--- config.mk ---
export PLATFORM = sky130hd
export DESIGN_NAME = hazard_scoreboard
export DESIGN_NICKNAME = d
export VERILOG_FILES = /design/src/rtl/hazard_scoreboard.sv
export SDC_FILE = /design/constraint.sdc
export NUM_CORES = 1
export LEC_CHECK = 0
export BUFFER_PORTS_ARGS = -buffer_cell sky130_fd_sc_hd__clkbuf_2
export CAP_MARGIN = 20
export CORE_MARGIN = 2
export CORE_UTILIZATION = 49
export DETAILED_ROUTE_END_ITERATION = 12
export GPL_TIMING_DRIVEN = 1
export PLACE_DENSITY = 0.79
export SLEW_MARGIN = 20
export SYNTH_ARGS = -nofsm -noshare
export SYNTH_HDL_FRONTEND = slang
export SYNTH_SLANG_ARGS = --single-unit
--- constraint.sdc ---
create_clock -name clk -period 2.59 [get_ports clk]
set_input_delay 0.259 -clock clk [delete_from_list [all_inputs] [get_ports clk]]
set_output_delay 0.259 -clock clk [all_outputs]
set_load 0.005 [all_outputs]
--- src/rtl/hazard_scoreboard.sv ---
// Decode-stage hazard scoreboard: tracks EX/MEM/WB destinations, drives stall and operand forwarding.
// Define HAZ_FWD_EN to enable forwarding; otherwise any EX/MEM dependency stalls and fwd_a/fwd_b stay 00.
module hazard_scoreboard (
  input  logic        clk,
  input  logic        rst,
  input  logic [31:0] id_ir,
  input  logic        id_valid,
  input  logic [4:0]  dst_ws,
  input  logic        dst_we,
  input  logic        flush,
  output logic        stall,
  output logic [1:0]  fwd_a,
  output logic [1:0]  fwd_b,
  output logic [15:0] stall_cnt
);

  typedef struct packed {
    logic       valid;
    logic [4:0] ws;
    logic       we;
    logic       ld;
  } slot_t;

  slot_t ex_s, mem_s, wb_s;

  logic [5:0] opcode;
  logic [4:0] rs, rt;
  logic       rs_used, rt_used, is_load;

  assign opcode  = id_ir[31:26];
  assign rs      = id_ir[25:21];
  assign rt      = id_ir[20:16];
  assign is_load = (opcode == 6'b100011);
  assign rs_used = (opcode != 6'b000010) && (opcode != 6'b000011);
  assign rt_used = (opcode == 6'b000000) || (opcode == 6'b000100) ||
                   (opcode == 6'b000101) || (opcode == 6'b101011);

  function automatic logic hit(input slot_t s, input logic [4:0] src);
    return s.valid & s.we & (s.ws != '0) & (s.ws == src) & id_valid;
  endfunction

  function automatic logic [1:0] src_sel(input logic e, input logic m, input logic w);
    if (e)      return 2'b01;
    else if (m) return 2'b10;
    else if (w) return 2'b11;
    else        return 2'b00;
  endfunction

  logic ex_rs, ex_rt, mem_rs, mem_rt, wb_rs, wb_rt;

  assign ex_rs  = hit(ex_s,  rs) & rs_used;
  assign ex_rt  = hit(ex_s,  rt) & rt_used;
  assign mem_rs = hit(mem_s, rs) & rs_used;
  assign mem_rt = hit(mem_s, rt) & rt_used;
  assign wb_rs  = hit(wb_s,  rs) & rs_used;
  assign wb_rt  = hit(wb_s,  rt) & rt_used;

  always_comb begin
    stall = 1'b0;
    fwd_a = 2'b00;
    fwd_b = 2'b00;
`ifdef HAZ_FWD_EN
    // A load in EX has no data yet: it stalls and is never a forward source.
    stall = ~flush & ex_s.ld & (ex_rs | ex_rt);
    fwd_a = src_sel(ex_rs & ~ex_s.ld, mem_rs, wb_rs);
    fwd_b = src_sel(ex_rt & ~ex_s.ld, mem_rt, wb_rt);
`else
    // WB hits are covered by the write-first register file.
    stall = ~flush & (ex_rs | ex_rt | mem_rs | mem_rt);
`endif
  end

  always_ff @(posedge clk) begin
    if (rst) begin
      ex_s  <= '0;
      mem_s <= '0;
      wb_s  <= '0;
    end else begin
      wb_s  <= mem_s;
      mem_s <= ex_s;
      if (stall) ex_s <= '0;
      else       ex_s <= '{valid: id_valid & ~flush, ws: dst_ws, we: dst_we, ld: is_load};
    end
  end

  always_ff @(posedge clk) begin
    if (rst)                         stall_cnt <= '0;
    else if (stall && stall_cnt != '1) stall_cnt <= stall_cnt + 16'd1;
  end

  logic unused_bits;
  assign unused_bits = ^{id_ir[15:0], mem_s.ld, wb_s, wb_rs, wb_rt, ex_s.ld};

endmodule

## Word-level counts from Yosys, hierarchy flattened

Index checks and enable logic that the tools add are counted.

| cells by class | value |
|---|---|
| add/subtract/negate cells | 1 |
| equal/unequal tests | 10 |
| bitwise operators | 22 |
| reduce and logical (&&, ||, !) cells | 9 |

Operators by type and width:

| operator | number |
|---|---|
| $eq A5 B5 Y1 | 4 |
| $and A1 B1 Y1 | 18 |
| $add A16 B1 Y16 const B | 1 |
| $ne A16 B16 Y1 const B | 1 |
| $eq A6 B3 Y1 const B | 2 |
| $ne A6 B2 Y1 const B | 2 |
| $reduce_bool A5 Y1 | 2 |
| $eq A6 B6 Y1 const B | 1 |
| $logic_not A6 Y1 | 1 |
| $logic_or A1 B1 Y1 | 3 |
| $or A1 B1 Y1 | 3 |
| $logic_and A1 B1 Y1 | 2 |
| $reduce_or A2 Y1 | 1 |
| $not A1 Y1 | 1 |

| word-level totals | value |
|---|---|
| register bits after elaboration | 30 |

## Logic depth before layout (Yosys ltp)

Gate-level depths: netlist (run 1).

| logic depth | value |
|---|---|
| word-level depth | 10 |
| depth in mapped cells | 7 |
| mapped depth without buffers | 7 |

## Least setup slack after synthesis (run 1)

Ideal clock, no wire load.

| timing path | value |
|---|---|
| path type | register to register |
| start | reg mem_s[4] (netlist bit) |
| end | reg stall_cnt[4] |
| setup time | 0.123 ns |
| arrival | 1.860 ns |
| required time | 2.467 ns |
| slack | 0.607 ns |
| cell stages (with the launch flop) | 7 |
| period minus slack after synthesis | 1.983 ns |
| path through | dfxtp_1 or4_1 o211ai_2 nor4_1 o21ai_4 a211oi_1 mux2_1 |

| between the ends | value |
|---|---|
| word-level cells in the longest chain between the ends | 9 |

Ends and longest elaborated chain:

| element | line | RTL |
|---|---|---|
| start: declaration | 24 | `slot_t ex_s, mem_s, wb_s;` |
| start signal: assignment | 80 | `mem_s <= ex_s;` |
| $reduce_bool A5 Y1 | 39 | `return s.valid & s.we & (s.ws != '0) & (s.ws == src) & id_valid;` |
| $and A1 B1 Y1 (3 in series) | 39 |  |
| $and A1 B1 Y1 | 53 | `assign mem_rs = hit(mem_s, rs) & rs_used;` |
| $or A1 B1 Y1 | 69 | `stall = ~flush & (ex_rs \| ex_rt \| mem_rs \| mem_rt);` |
| $or A1 B1 Y1 (*) | 69 |  |
| $and A1 B1 Y1 (*) | 69 |  |
| $logic_and A1 B1 Y1 (*) | 88 | `else if (stall && stall_cnt != '1) stall_cnt <= stall_cnt + 16'd1;` |
| end signal: assignment | 88 |  |
| end: declaration | 14 | `output logic [15:0] stall_cnt` |

Mark *: on every way between the ends. The rest lies on a longest branch, timed or not.
A chain may end at the register's enable or synchronous reset.

## Worst setup path in the final report (run 1)

| timing path | value |
|---|---|
| start | reg ex_s[3] (netlist bit) |
| end | out stall |

| between the ends | value |
|---|---|
| word-level cells in the longest chain between the ends | 9 |

Ends and longest elaborated chain:

| element | line | RTL |
|---|---|---|
| start: declaration | 24 |  |
| start signal: assignment | 82 | `else ex_s <= '{valid: id_valid & ~flush, ws: dst_ws, we: dst_we, ld: is_load};` |
| $reduce_bool A5 Y1 | 39 |  |
| $and A1 B1 Y1 (3 in series) | 39 |  |
| $and A1 B1 Y1, on equally long branches | 51, 52 |  |
| $or A1 B1 Y1 (*) (3 in series) | 69 |  |
| $and A1 B1 Y1 (*) | 69 |  |
| end: declaration | 11 | `output logic stall,` |

Marked as above.

==> metrics.yaml, run 1 <==
status:
  outcome: "finished, final reports clean"
critical_path:
  r2r-start: "mem_s[3]"
  r2r_setup_slack_ns: 0.25
  worst-endpoint-arrival_ns: 2.18
  endpoint_kind: "output pin"
  critPathLaunchType: "flop"
  cp.required_ns: 2.33
  rr_endpoint: "stall_cnt[4]"
  rr_worst_depth: 7
  critical-path-max-stage-delay_ns: 0.55
  path_class: "reg2out"
  critPathMaxFanout: 8
  cp_slowest_cell: "or4_1"
  crit_chain: "or4_1 -> o211ai_2 -> nor4_2 -> o21ai_4 -> nand2_2 -> clkbuf_2"
place:
  gp_congestion: 0.763
  dpl_cell_area_mm2: 0.00196
  dp_hpwl_mm: 2.64
  port_buffers: 42
  place_inst: 272
floorplan:
  rows: 21
  die_height_um: 63.2
  start_util_pct: 51.1
  die_area_mm2: 0.00400
  die_w_um: 63.2
  ios: 63
  core-area_mm2: 0.00336
synthesis:
  synth-simple-area-share_pct: 29.3
  synth_cells: 188
  synth_top_cells_by_area: "dfxtp_1 (35%), mux2_1 (9.2%), nor2b_1 (7.6%), xnor2_1 (6.1%), xor2_1 (4.1%)"
  synthXorXnorAreaFrac_pct: 10.2
  synth_top_family_by_area: "simple AND/OR/NAND/NOR gates"
  synth_warnings: 0
  synth_common_cells: "dfxtp_1 (30), nor2b_1 (21), nor2_1 (16), mux2_1 (14), xnor2_1 (12)"
  ys_ff_latch: 30
  yosys.area.top_type: "dfxtp_1"
  yosysUniqueCellTypes: 36
  synth_top_area_share_pct: 34.9
  synth.most_common_cell: "dfxtp_1"
  synthAdderAreaFrac_pct: 0.728
  synth.cell_area_mm2: 0.00172
  async_flop_share_pct: 0
  synth_flop_cell: "dfxtp_1"
  synth_edf_count: 0
  avgSynthCellArea_um2: 9.14
  yosysSeqAreaShare_pct: 34.9
  synth_compound_area_share_pct: 11.3
  synth.area.mux_share_pct: 10.3
routing:
  wl_met2_mm: 1.65
  ant_nets: 0
  wl_per_cell_um: 12.4
  met3WireLength_um: 252
  routed_via_density: 5.18
  routed.top_layer: "met4"
  wirelength_mm: 3.53
  vias: 1471
  drt_iter0_markers: 43
  drc_errors: 0
  wl_met1_mm: 1.56
  drt_pass1_iterations: 4
power_and_ir_drop:
  finalPower_mw: 0.948
  power.density_mw_per_mm2: 457
  p_leak_nw: 0.859
  ir_worst_vdd_mv: 0.273
cells_and_area:
  diodes: 0
  design_area_mm2: 0.00208
  nNetsFinal: 280
  syn_to_final_growth_pct: 20.8
  drive_gt1_share_pct: 28.6
  layoutNonFillerInstCount: 284
sta:
  slew_headroom_pct: 45.9
  period_needed_ns: 2.44
  clock_skew_ns: 0.00790
  setup_tns_ns: 0
  tightest_slew_ns: 0.812
  finalMaxSlewViolations: 0
  report.final.hold_viol_count: 0
  fin_crit_sh_pct: 94.2
  max_freq_mhz: 410
  setup_viol_count_final: 0
  rsz0062_at_grt: "false"
  hold_ws_ns: 0.148
clocking:
  cts_resized: 0
  numCtsBuffers: 5
  htree_num_levels: 2
  clk_pin_slew_worst_paths_ns: 0.10
  cts_buffer_depth: 2
  cts_sinks: 30
  clock_latency_ns: 0.34
  cts_tree: "built"
  clock-root-buffer: "clkbuf_4"
  post_cts_buffers: 0
  ctsHoldBuffers: 0
job:
  cap_viol_max_count: 0
global_routing:
  grt_pass1_vias: 1386
  grt_pass1_wl_mm: 6.08
  overflow: 0
  grt_usage_pct: 19.3
  grt_max_degree: 46
  antenna_found_initial: 0
min_path:
  whs_endpoint: "ex_s[6]"
  min_from: "dst_ws[4]"
  min_path_cells: 2
  hold_class: "in2reg"
==> logic make-up (layout without fill, tap and decap cells) <==
kind of cell,after synthesis,after routing
flip-flops,30,30
buffers and inverters,10,57
XOR/XNOR,20,20
adder cells (fa/ha/maj),1,1
AND/OR/NAND/NOR,86,86
multiplexers,16,16
AO/OA/AOI/OAI,24,24
other,1,4
==> through the flow <==
| step | utilization, % | setup WS, ns |
|---|---|---|
| after floorplan | - | 0.607 |
| after global placement | 58.4 | 0.404 |
| after detailed placement | 58.4 | 0.364 |
| after CTS | 60.9 | 0.0635 |
| after global routing | 61.8 | 0.0222 |
| final | 61.8 | 0.149 |
==> flip-flops by register name, summed over array words and instances (netlist names) <==
name       count
mem_s          7
stall_cnt     16
ex_s           7
==> layout by cell type (no fill, tap or decap), types with 6 or more instances in the layout <==
master	n
a21oi_1	7
dfxtp_1	30
nor2_1	16
nor3b_1	6
xnor2_1	12
xor2_1	8
buf_4	6
nand3_1	10
clkbuf_2	42
mux2_1	14
nor2b_1	21
==> worst max path at each step <==
stage | from | endpoint | slack (ns) | cells after the start
2_1_floorplan | mem_s[4] | stall_cnt[4] | 0.61 | 6
3_3_place_gp | mem_s[3] | stall_cnt[14] | 0.40 | 6
3_5_place_dp | mem_s[3] | stall_cnt[8] | 0.36 | 6
4_1_cts | ex_s[3] | stall | 0.06 | 6
5_1_grt | ex_s[3] | stall | 0.02 | 6
6_report | ex_s[3] | stall | 0.15 | 6
==> where the power goes <==
group          switching [mW]  internal (mW)
sequential             0.0105          0.471
clock                   0.177          0.202
combinational          0.0428         0.0443
==> layer usage <==
| layer | global-route usage [%] | vias to the layer above |
|---|---|---|
| li1 | - | 756 |
| met1 | 23.4 | 664 |
| met2 | 32.7 | 46 |
| met3 | 3.39 | 5 |
| met4 | 9.78 | 0 |
| met5 | 0 | - |
==> worst max-delay path, delay by kind of cell (launching register included) <==
family | cells | cell delay, ns
flip-flops | 1 | 0.36
AO/OA/AOI/OAI | 2 | 0.50
buffers and inverters | 1 | 0.15
AND/OR/NAND/NOR | 3 | 0.83
==> final cells by class <==
type                    count  area (µm²)
inverters                   1        3.75
multi-input cells         151        1080
clock inverters             3        45.0
fillers                   322        1290
well taps                  46        57.6
repair buffers             48         255
clock buffers               5        37.5
flip-flops and latches     30         601
(Power assumes the default switching activity.)
==> run 2: changes to the inputs <==
--- a/config.mk
+++ b/config.mk
@@ -8,10 +8,10 @@
 export BUFFER_PORTS_ARGS = -buffer_cell sky130_fd_sc_hd__clkbuf_2
 export CAP_MARGIN = 20
 export CORE_MARGIN = 2
-export CORE_UTILIZATION = 49
+export CORE_UTILIZATION = 53
 export DETAILED_ROUTE_END_ITERATION = 12
 export GPL_TIMING_DRIVEN = 1
-export PLACE_DENSITY = 0.79
+export PLACE_DENSITY = 0.85
 export SLEW_MARGIN = 20
 export SYNTH_ARGS = -nofsm -noshare
 export SYNTH_HDL_FRONTEND = slang
==> constraint.sdc (replaced) <==
create_clock -name clk -period 3.15 [get_ports clk]
set_input_delay 0.315 -clock clk [delete_from_list [all_inputs] [get_ports clk]]
set_output_delay 0.315 -clock clk [all_outputs]
set_load 0.005 [all_outputs]
==> metrics.yaml, run 2 (synthesized netlist as in run 1, its figures left out) <==
cells_and_area:
  nNetsFinal: 275
  reg_top3: "stall_cnt x16, ex_s x7, mem_s x7"
  mostFrequentLayoutCell: "clkbuf_2"
  drive_gt1_share_pct: 27.0
  syn_to_final_growth_pct: 18.3
  regMostFlops: "stall_cnt"
  final_cell_mix: "clkbuf_2 (42), dfxtp_1 (30), nor2b_1 (21)"
  largest_reg_flops: 16
  diodes: 0
power_and_ir_drop:
  ir_worst_vdd_mv: 0.241
  power.density_mw_per_mm2: 370
  p_leak_nw: 0.844
  finalPower_mw: 0.752
critical_path:
  rr_endpoint: "stall_cnt[14]"
  rr_worst_depth: 6
  r2r_setup_slack_ns: 0.88
  worst-endpoint-arrival_ns: 2.23
  endpoint_kind: "output pin"
  cp.required_ns: 2.83
  path_class: "reg2out"
  critPathMaxFanout: 9
  r2r-start: "mem_s[4]"
  critPathLaunchType: "flop"
sta:
  clock_skew_ns: 0.0117
  worst_slack_ns: 0.607
  hold_ws_ns: 0.228
  rsz0062_at_grt: "false"
  report.final.hold_viol_count: 0
  slew_headroom_pct: 46.0
  setup_tns_ns: 0
  setup_viol_count_final: 0
  finalMaxSlewViolations: 0
  max_freq_mhz: 393
  tightest_slew_ns: 0.811
  fin_crit_sh_pct: 80.7
  period_needed_ns: 2.54
job:
  cap_viol_max_count: 0
floorplan:
  core-area_mm2: 0.00308
  die_w_um: 61.0
  ios: 63
  die_area_mm2: 0.00372
  start_util_pct: 55.9
  die_height_um: 61.0
  rows: 20
clocking:
  clk_pin_slew_worst_paths_ns: 0.10
  post_cts_buffers: 0
  htree_num_levels: 2
  ctsHoldBuffers: 0
  cts_resized: 0
  clock_latency_ns: 0.33
  cts_buffer_depth: 2
  numCtsBuffers: 5
  cts_sinks: 30
  cts_tree: "built"
  clock-root-buffer: "clkbuf_4"
global_routing:
  grt_usage_pct: 21.1
  antenna_found_initial: 0
  overflow: 0
  grt_pass1_vias: 1369
  grt_pass1_wl_mm: 5.82
  grt_max_degree: 46
routing:
  drt_iter0_markers: 60
  routed_via_density: 5.36
  wirelength_mm: 3.52
  vias: 1486
  wl_per_cell_um: 12.7
  drc_errors: 0
  drt_pass1_iterations: 4
  ant_nets: 0
min_path:
  hold_class: "in2reg"
  whs_endpoint: "ex_s[6]"
  min_path_cells: 2
  min_from: "dst_ws[4]"
place:
  dp_hpwl_mm: 2.63
  pre_cts_slack_ns: 0.914
  gp_congestion: 0.786
  port_buffers: 42
status:
  outcome: "finished, final reports clean"
[run 2: changes by cell type in the layout (fill, tap and decap cells not counted)]
cell,previous run,this run
clkinvlp_4,2,0
bufinv_16,1,0
buf_4,6,1
clkbuf_8,0,3
[run 2: where the power goes]
group / total [mW] / internal, mW / leakage, nW / switching (mW)
logic: 0.0720 / 0.0365 / 0.555 / 0.0355
clock network: 0.284 / 0.152 / 0.0446 / 0.132
registers: 0.396 / 0.387 / 0.244 / 0.00858
total: 0.752 / 0.576 / 0.844 / 0.176
[run 2: stage by stage]
step	util (%)	area, µm²	instances
detailed placement	63.5	1950	269
CTS	66.1	2030	277
global placement	63.5	1950	269
floorplan	-	1730	191
finish	66.1	2030	277
global route	66.1	2030	277
[run 2: how the worst max path moves through the flow]
stage                        start             to  slack (ns)
final                     mem_s[3]          stall        0.61
after detailed placement  mem_s[5]  stall_cnt[10]        0.91
after global placement    mem_s[5]  stall_cnt[10]        0.97
after CTS                  ex_s[3]          stall        0.60
after global routing      mem_s[4]          stall        0.41
after floorplan           mem_s[4]   stall_cnt[4]        1.17
[run 2: worst max-delay path, cell delays in order, from the launching register on]
cell and delay (ns):
dfxtp_1 0.35, or4_1 0.58, o211ai_2 0.20, nor4_1 0.14, o21ai_4 0.30, nand2_2 0.18
clkbuf_2 0.15
[run 2: layer usage]
metal | part of all wire [%] | wire [µm] | GRT usage [%] | vias up
li1 | - | - | - | 746
met1 | 46 | 1640 | 27.2 | 696
met2 | 48 | 1680 | 33.6 | 38
met3 | 4.3 | 152 | 5.76 | 6
met4 | 1.4 | 50 | 8.39 | 0
met5 | 0 | 0 | 0 | -
[run 2: area by class of cell]
type | instances | area [µm²]
sequential | 30 | 601
clock buffer | 8 | 78.8
inverter | 1 | 3.75
tap | 44 | 55.1
fill | 259 | 1040
timing repair buffer | 43 | 218
multi-input combinational | 151 | 1080
